**config.mk**
```make
export PLATFORM = sky130hd
export DESIGN_NAME = maxnet_iterator
export DESIGN_NICKNAME = d
export VERILOG_FILES = /design/src/rtl/maxnet_iterator.sv
export SDC_FILE = /design/constraint.sdc
export NUM_CORES = 2
export LEC_CHECK = 0
export CORE_MARGIN = 4
export CORE_UTILIZATION = 58
export CTS_CLUSTER_DIAMETER = 120
export DETAILED_ROUTE_END_ITERATION = 8
export PLACE_DENSITY_LB_ADDON = 0.08
export SLEW_MARGIN = 15
export SYNTH_ARGS = -nofsm -noshare
export SYNTH_HDL_FRONTEND = slang
export SYNTH_SLANG_ARGS = --single-unit
```
**constraint.sdc**
```tcl
create_clock -name clk -period 12.8 [get_ports clk]
set_clock_uncertainty 0.05 [all_clocks]
set_input_delay 2.56 -clock clk [delete_from_list [all_inputs] [get_ports clk]]
set_output_delay 2.56 -clock clk [all_outputs]
set_load 0.02 [all_outputs]
```
**src/rtl/maxnet_iterator.sv**
```systemverilog
// Iterative Maxnet lateral-inhibition stage for a four-neuron winner-take-all network.
// Loads clamped activations, alternates CHECK/UPDATE until the detector reports one survivor.
module maxnet_iterator #(
  parameter logic signed [31:0] EPS      = 32'sd13107,
  parameter int                 FRAC     = 16,
  parameter int                 MAX_ITER = 64
) (
  input  logic               clk,
  input  logic               rst_n,
  input  logic               start,
  input  logic signed [31:0] in1,
  input  logic signed [31:0] in2,
  input  logic signed [31:0] in3,
  input  logic signed [31:0] in4,
  input  logic               single_active,
  output logic signed [31:0] x1,
  output logic signed [31:0] x2,
  output logic signed [31:0] x3,
  output logic signed [31:0] x4,
  output logic               busy,
  output logic               done,
  output logic [3:0]         winner,
  output logic               timeout,
  output logic [7:0]         iter_count
);

  typedef enum logic [1:0] {IDLE, CHECK, UPDATE} state_t;

  state_t             state;
  logic signed [31:0] xr    [4];
  logic signed [31:0] xnext [4];
  logic signed [33:0] s     [4];
  logic signed [65:0] p     [4];
  logic signed [65:0] diff  [4];
  logic [3:0]         onehot;
  logic signed [31:0] best;

  assign x1 = xr[0];
  assign x2 = xr[1];
  assign x3 = xr[2];
  assign x4 = xr[3];

  // Each neuron is inhibited by EPS times the sum of the other three, then ReLU'd.
  always_comb begin
    for (int i = 0; i < 4; i++) begin
      s[i] = 34'sd0;
      for (int j = 0; j < 4; j++) begin
        if (j != i) s[i] = s[i] + 34'(xr[j]);
      end
      p[i]    = (66'(EPS) * 66'(s[i])) >>> FRAC;
      diff[i] = 66'(xr[i]) - p[i];
      if (diff[i] <= 0)
        xnext[i] = 32'sd0;
      else if (diff[i] > 66'sh7FFFFFFF)
        xnext[i] = 32'sh7FFFFFFF;
      else
        xnext[i] = diff[i][31:0];
    end
  end

  // Strict greater-than keeps the lowest index on ties; zero activations never win.
  always_comb begin
    onehot = 4'b0000;
    best   = 32'sd0;
    for (int i = 0; i < 4; i++) begin
      if (xr[i] > best) begin
        best      = xr[i];
        onehot    = 4'b0000;
        onehot[i] = 1'b1;
      end
    end
  end

  always_ff @(posedge clk or negedge rst_n) begin
    if (!rst_n) begin
      state      <= IDLE;
      for (int i = 0; i < 4; i++) xr[i] <= 32'sd0;
      busy       <= 1'b0;
      done       <= 1'b0;
      winner     <= 4'b0000;
      timeout    <= 1'b0;
      iter_count <= 8'd0;
    end else begin
      done <= 1'b0;
      case (state)
        IDLE: begin
          if (start) begin
            xr[0]      <= in1[31] ? 32'sd0 : in1;
            xr[1]      <= in2[31] ? 32'sd0 : in2;
            xr[2]      <= in3[31] ? 32'sd0 : in3;
            xr[3]      <= in4[31] ? 32'sd0 : in4;
            iter_count <= 8'd0;
            winner     <= 4'b0000;
            timeout    <= 1'b0;
            busy       <= 1'b1;
            state      <= CHECK;
          end
        end
        CHECK: begin
          if (single_active || iter_count == 8'(MAX_ITER)) begin
            done    <= 1'b1;
            busy    <= 1'b0;
            winner  <= onehot;
            timeout <= !single_active;
            state   <= IDLE;
          end else begin
            state <= UPDATE;
          end
        end
        UPDATE: begin
          for (int i = 0; i < 4; i++) xr[i] <= xnext[i];
          iter_count <= iter_count + 8'd1;
          state      <= CHECK;
        end
        default: state <= IDLE;
      endcase
    end
  end

endmodule

```
# Word-level counts from Yosys, hierarchy flattened

Cells that the tools add are included.
W data, S select, Z words.

Register bits: 145
Output and inout port bits: 143

Add/sub/neg operators: 12
Multiply operators: 4
Order comparisons: 12
Equality and inequality tests: 5
Mux-type cells: 37
Reductions and logical operators: 7

Operators with widths:

| operator                 | count |
|---|---|
| $mux W32                 | 11 |
| $pmux W128 S2            | 1 |
| $mul A15 B34 Y49 const A | 4 |
| $add A33 B32 Y34         | 4 |
| $gt A34 B32 Y1 const B   | 4 |
| $le A34 B1 Y1 const B    | 4 |
| $sub A32 B33 Y34         | 4 |
| $mux W128                | 1 |
| $mux W31                 | 4 |
| $add A32 B32 Y33         | 3 |
| $gt A32 B32 Y1           | 3 |
| $gt A32 B1 Y1 const B    | 1 |
| $mux W4                  | 5 |
| $pmux W8 S2              | 1 |
| $add A8 B1 Y8 const B    | 1 |
| $eq A8 B7 Y1 const B     | 1 |
| $mux W8                  | 1 |
| $pmux W4 S2              | 1 |
| $mux W1                  | 7 |
| $pmux W2 S3              | 1 |
| $mux W2                  | 2 |
| $ne A2 B2 Y1 const B     | 2 |
| $pmux W1 S2              | 2 |
| $reduce_bool A2 Y1       | 2 |
| other kinds (7)          | 7 |

# Logic depth before layout (Yosys ltp)

Depth in word-level cells: 10
Mapped depth: 64

# Worst setup path before layout

No wires, ideal clock.

Kind: reg-to-reg
Start: register xr (netlist bit x1[0])
End: register xr (netlist bit x3[10])
Arrival: 12,907 ps
Setup slack: -295 ps
Cell stages (with the launch flop): 62
Clock period less this slack: 13,095 ps
Cell sequence: dfrtp_1 -> ha_1 -> inv_1 -> fa_1 -> inv_1 -> a21oi_1 -> o21ai_0 -> a21oi_1 -> o21a_1 -> o21ai_0 -> o21ai_0 -> nand2b_1 -> a21o_1 -> a21o_1 -> a21oi_1 -> xnor2_1 -> ha_1 -> a21o_1 -> (+26 left out) -> nand2_1 -> a21oi_1 -> xor2_1 -> ha_1 -> clkbuf_1 -> a21o_1 -> nor2_1 -> nand2_1 -> nor3_1 -> nor2_1 -> a41o_1 -> a21o_1 -> a2111oi_0 -> a211o_1 -> nand2b_1 -> buf_2 -> buf_2 -> o211ai_1

Word-level cells in the longest chain between the ends: 8
Elaborated cells between the ends (all ways): 9
Those cells by class: add/sub (3); mul (1); order compare (2); mux (3)

Ends and longest elaborated chain:

| item                 | RTL line | source |
|---|---|---|
| start, declared      | 30       | `logic signed [31:0] xr [4];` |
| $add A32 B32 Y33 (*) | 48       | `if (j != i) s[i] = s[i] + 34'(xr[j]);` |
| $add A33 B32 Y34 (*) | 48       |  |
| $mul A15 B34 Y49 (*) | 50       | `p[i] = (66'(EPS) * 66'(s[i])) >>> FRAC;` |
| $sub A32 B33 Y34 (*) | 51       | `diff[i] = 66'(xr[i]) - p[i];` |
| $gt A34 B32 Y1       | 54       | `else if (diff[i] > 66'sh7FFFFFFF)` |
| $mux W32             | 54       |  |
| $mux W32 (*)         | 52       | `if (diff[i] <= 0)` |
| $pmux W128 S2 (*)    | 85       | `case (state)` |

Mark *: on every way between the ends. The rest lies on a longest branch, timed or not.
A chain may end at the register's enable or synchronous reset.

# Final worst setup path

Start: register xr (netlist bit x1[0])
End: register xr (netlist bit x4[1])

Same word-level chain as after synthesis.

==> metrics.md <==
| Metric | Value |
|---|---|
| Outcome | complete, no violations |
| Leading cell type in the layout, fill and taps excluded | inv_1 |
| Routed WL | about 220000 µm |
| Initial antenna violation count | 5 |
| Initial Util | 0.585 |
| Row cnt | 116 |
| Via/cell ratio | 6.11 |
| Gate Count Post-Synth | about 6600 |
| Largest net degree at the start of global routing | 94 |
| Top cell by count, worst path | buf_4 |
| Deepest clock path buffer count | 2 |
| WS Path Type | reg -> reg |
| Worst skew pair latency | just over 0.5 ns |
| # hold bufs at CTS | 0 |
| Slew Viols, Final | 0 |
| First-pass GRT wire length | 325000 µm |
| Synth-to-Final Area Change | 18.5% |
| Chip height | 326 µm |
| Grt ovf | 0 |
| Commonest non-fill, non-tap cells in the layout | inv_1, ha_1, fa_1, buf_4, nor2_1 |
| Total CTS buffers | 17 |
| Req. time, crit path | 13.10 ns |
| Largest stage delay on the critical path | around 0.55 ns |
| Clock Sinks | around 150 |
| Pre-antenna DRT Iters | 6 |
| Share of post-route cells with drive strength above 1 | 0.138 |
| Rel. slew slack | 0.165 |
| Tightest Hold Check Type | reg -> reg |
| # IOs | 275 |
| Max Fclk | approximately 80 MHz |
| Worst Setup End Kind | register |
| RePlAce Congestion | 1.05 |
| Post-route ant nets | 0 |
| Buffers on Ports | 274 |
| Primary FF master, synth | dfrtp_1 |
| Slowest-stage cell, CP | fa_1 |
| CP arrival | 12.77 ns |
| Critical Path Start Type | register |
| Yosys warning count | 0 |
| Core Util, Final | 0.693 |
| Count of unique library cells instantiated by Yosys | 101 |
| FILL cells | 8188 |
| Clk slew on worst S/H paths | 0.08 ns |
| Number of remaining DRC errors | 0 |
| Post-synthesis average cell area | 8.89 µm² |
| Synth Net Count | 8516 |
| Final net count | 9354 |
| # setup viols final | 0 |
| Die width | 326 µm |
| Routed len/inst | 24.9 µm |
| CP max FO | 5 |
| Final period util | 0.975 |
| Max-capacitance violation count | 0 |
| H-tree depth | 4 |
| CTS root buffer | clkbuf_16 |
| CTS tree | built |
| Synth Cell Area | 58500 µm² |
| Final min period | ~12 ns |
| Tightest Pin Transition | 1.25 ns |
| Vias in the first global route | 53350 |
| GR Util All Layers | 0.404 |
| Die area | approximately 110000 µm² |
| RSZ-0062 raised after global routing | yes |
| Final Hold Fails | 0 |
| Via count | roughly 53000 |
| Core ar. | 100000 µm² |
| Flops & latches, synth | 145 |
| Sequential fraction of the synthesis area | 0.0620 |
| Post-synth ARST share | 1.00 |
| Post-DP HPWL | 189000 µm |
| Post-synth EDFFs | 0 |
| First-iteration detailed-routing DRC count | between 4000 and 5000 |
synth_stat cells, types with 34 or more instances:
master,instances,area share
a211oi_1,42,0.0054
a21o_1,289,0.037
a21oi_1,347,0.030
a22oi_1,84,0.011
a31oi_1,68,0.0073
and3_1,34,0.0036
clkbuf_1,88,0.0056
dfrtp_1,145,0.062
fa_1,797,0.27
ha_1,1002,0.21
inv_1,1216,0.078
mux2_2,65,0.013
nand2_1,280,0.018
nand2b_1,65,0.0069
nand3_1,125,0.011
nand4_1,74,0.0079
nor2_1,334,0.021
nor2b_1,67,0.0072
nor3_1,82,0.0070
o211ai_1,67,0.0086
o21a_1,74,0.0095
o21ai_0,206,0.018
o21bai_1,41,0.0053
o31ai_1,41,0.0053
xnor2_1,259,0.039
xor2_1,215,0.032
per-layer routing:
metal	up-vias	part of all wire	GRT usage
li1	24072	-	-
met2	2502	0.44	0.628
met3	612	0.10	0.0938
met5	-	0.00014	0
met4	4	0.060	0.191
met1	26174	0.40	0.536
critical path: cells and delay by family, from the launching register on:
family | cells | cell delay, ns
buffers and inverters | 15 | 2.04
XOR/XNOR | 3 | 0.75
AND/OR/NAND/NOR | 8 | 1.65
AO/OA/AOI/OAI | 22 | 3.59
flip-flops | 1 | 0.36
adder cells (fa/ha/maj) | 11 | 3.88
state kept, by name (all words and copies together) (netlist names):
name        flops
x4             32
x1             32
winner          4
x2             32
timeout         1
state           2
x3             32
iter_count      8
done            1
busy            1
worst paths after layout:
kind	slack (ns)	depth (start not counted)	endpoint	from
worst max-delay path	0.32	59	x4[1]	x1[0]
max in group asynchronous	9.15	2	x2[14]	rst_n
min in group asynchronous	2.12	1	x4[31]	rst_n
worst max register to register	0.32	59	x4[1]	x1[0]
worst min register to register	0.46	1	iter_count[7]	iter_count[7]
worst min-delay path	0.46	1	iter_count[7]	iter_count[7]
repair_timing:
item                                    in CTS  in global routing
setup buffers                                3                 30
resized for setup                           25                221
endpoints found under the setup margin      65                124
cloned                                       0                  3
endpoints found under the hold margin        0                  0
pin swaps                                    4                 98
area by class of cell:
type	count	area, µm²	share of cell area
inverter	1222	4590	0.0661
sequential	145	3630	0.0523
clock inverter	14	148	0.00213
timing repair buffer	929	7800	0.112
tap	1298	1620	0.0234
antenna	1	2.50	0.0000361
multi-input combinational	5108	51200	0.737
clock buffer	18	439	0.00633
cell families (layout without fill, tap and decap cells):
kind of cell | Yosys count | in the layout | synth area share
other cells | 1 | 2 | 0.0000640
flops | 145 | 145 | 0.0620
xor+xnor | 475 | 475 | 0.0712
compound gates | 1504 | 1504 | 0.173
mux | 89 | 89 | 0.0166
simple gates | 1240 | 1240 | 0.104
fa+ha+maj | 1799 | 1799 | 0.487
buf+inv | 1332 | 2183 | 0.0861
through the flow:
step | cells | setup TNS, ns | hold WS, ns | area (µm²) | worst slack [ns]
floorplan | 6585 | 0 | 0.444 | 58500 | 0.0330
global placement | 8667 | -12.18 | 0.441 | 67300 | -0.413
detailed placement | 8667 | -24.23 | 0.458 | 67300 | -0.628
CTS | 8702 | 0 | 0.469 | 68000 | 0.00191
global route | 8734 | -13.30 | 0.507 | 69400 | -0.334
finish | 8735 | 0 | 0.463 | 69400 | 0.323
Power is not shown: default switching activity piles up to over one toggle a cycle in this logic, so the estimate is an artifact.
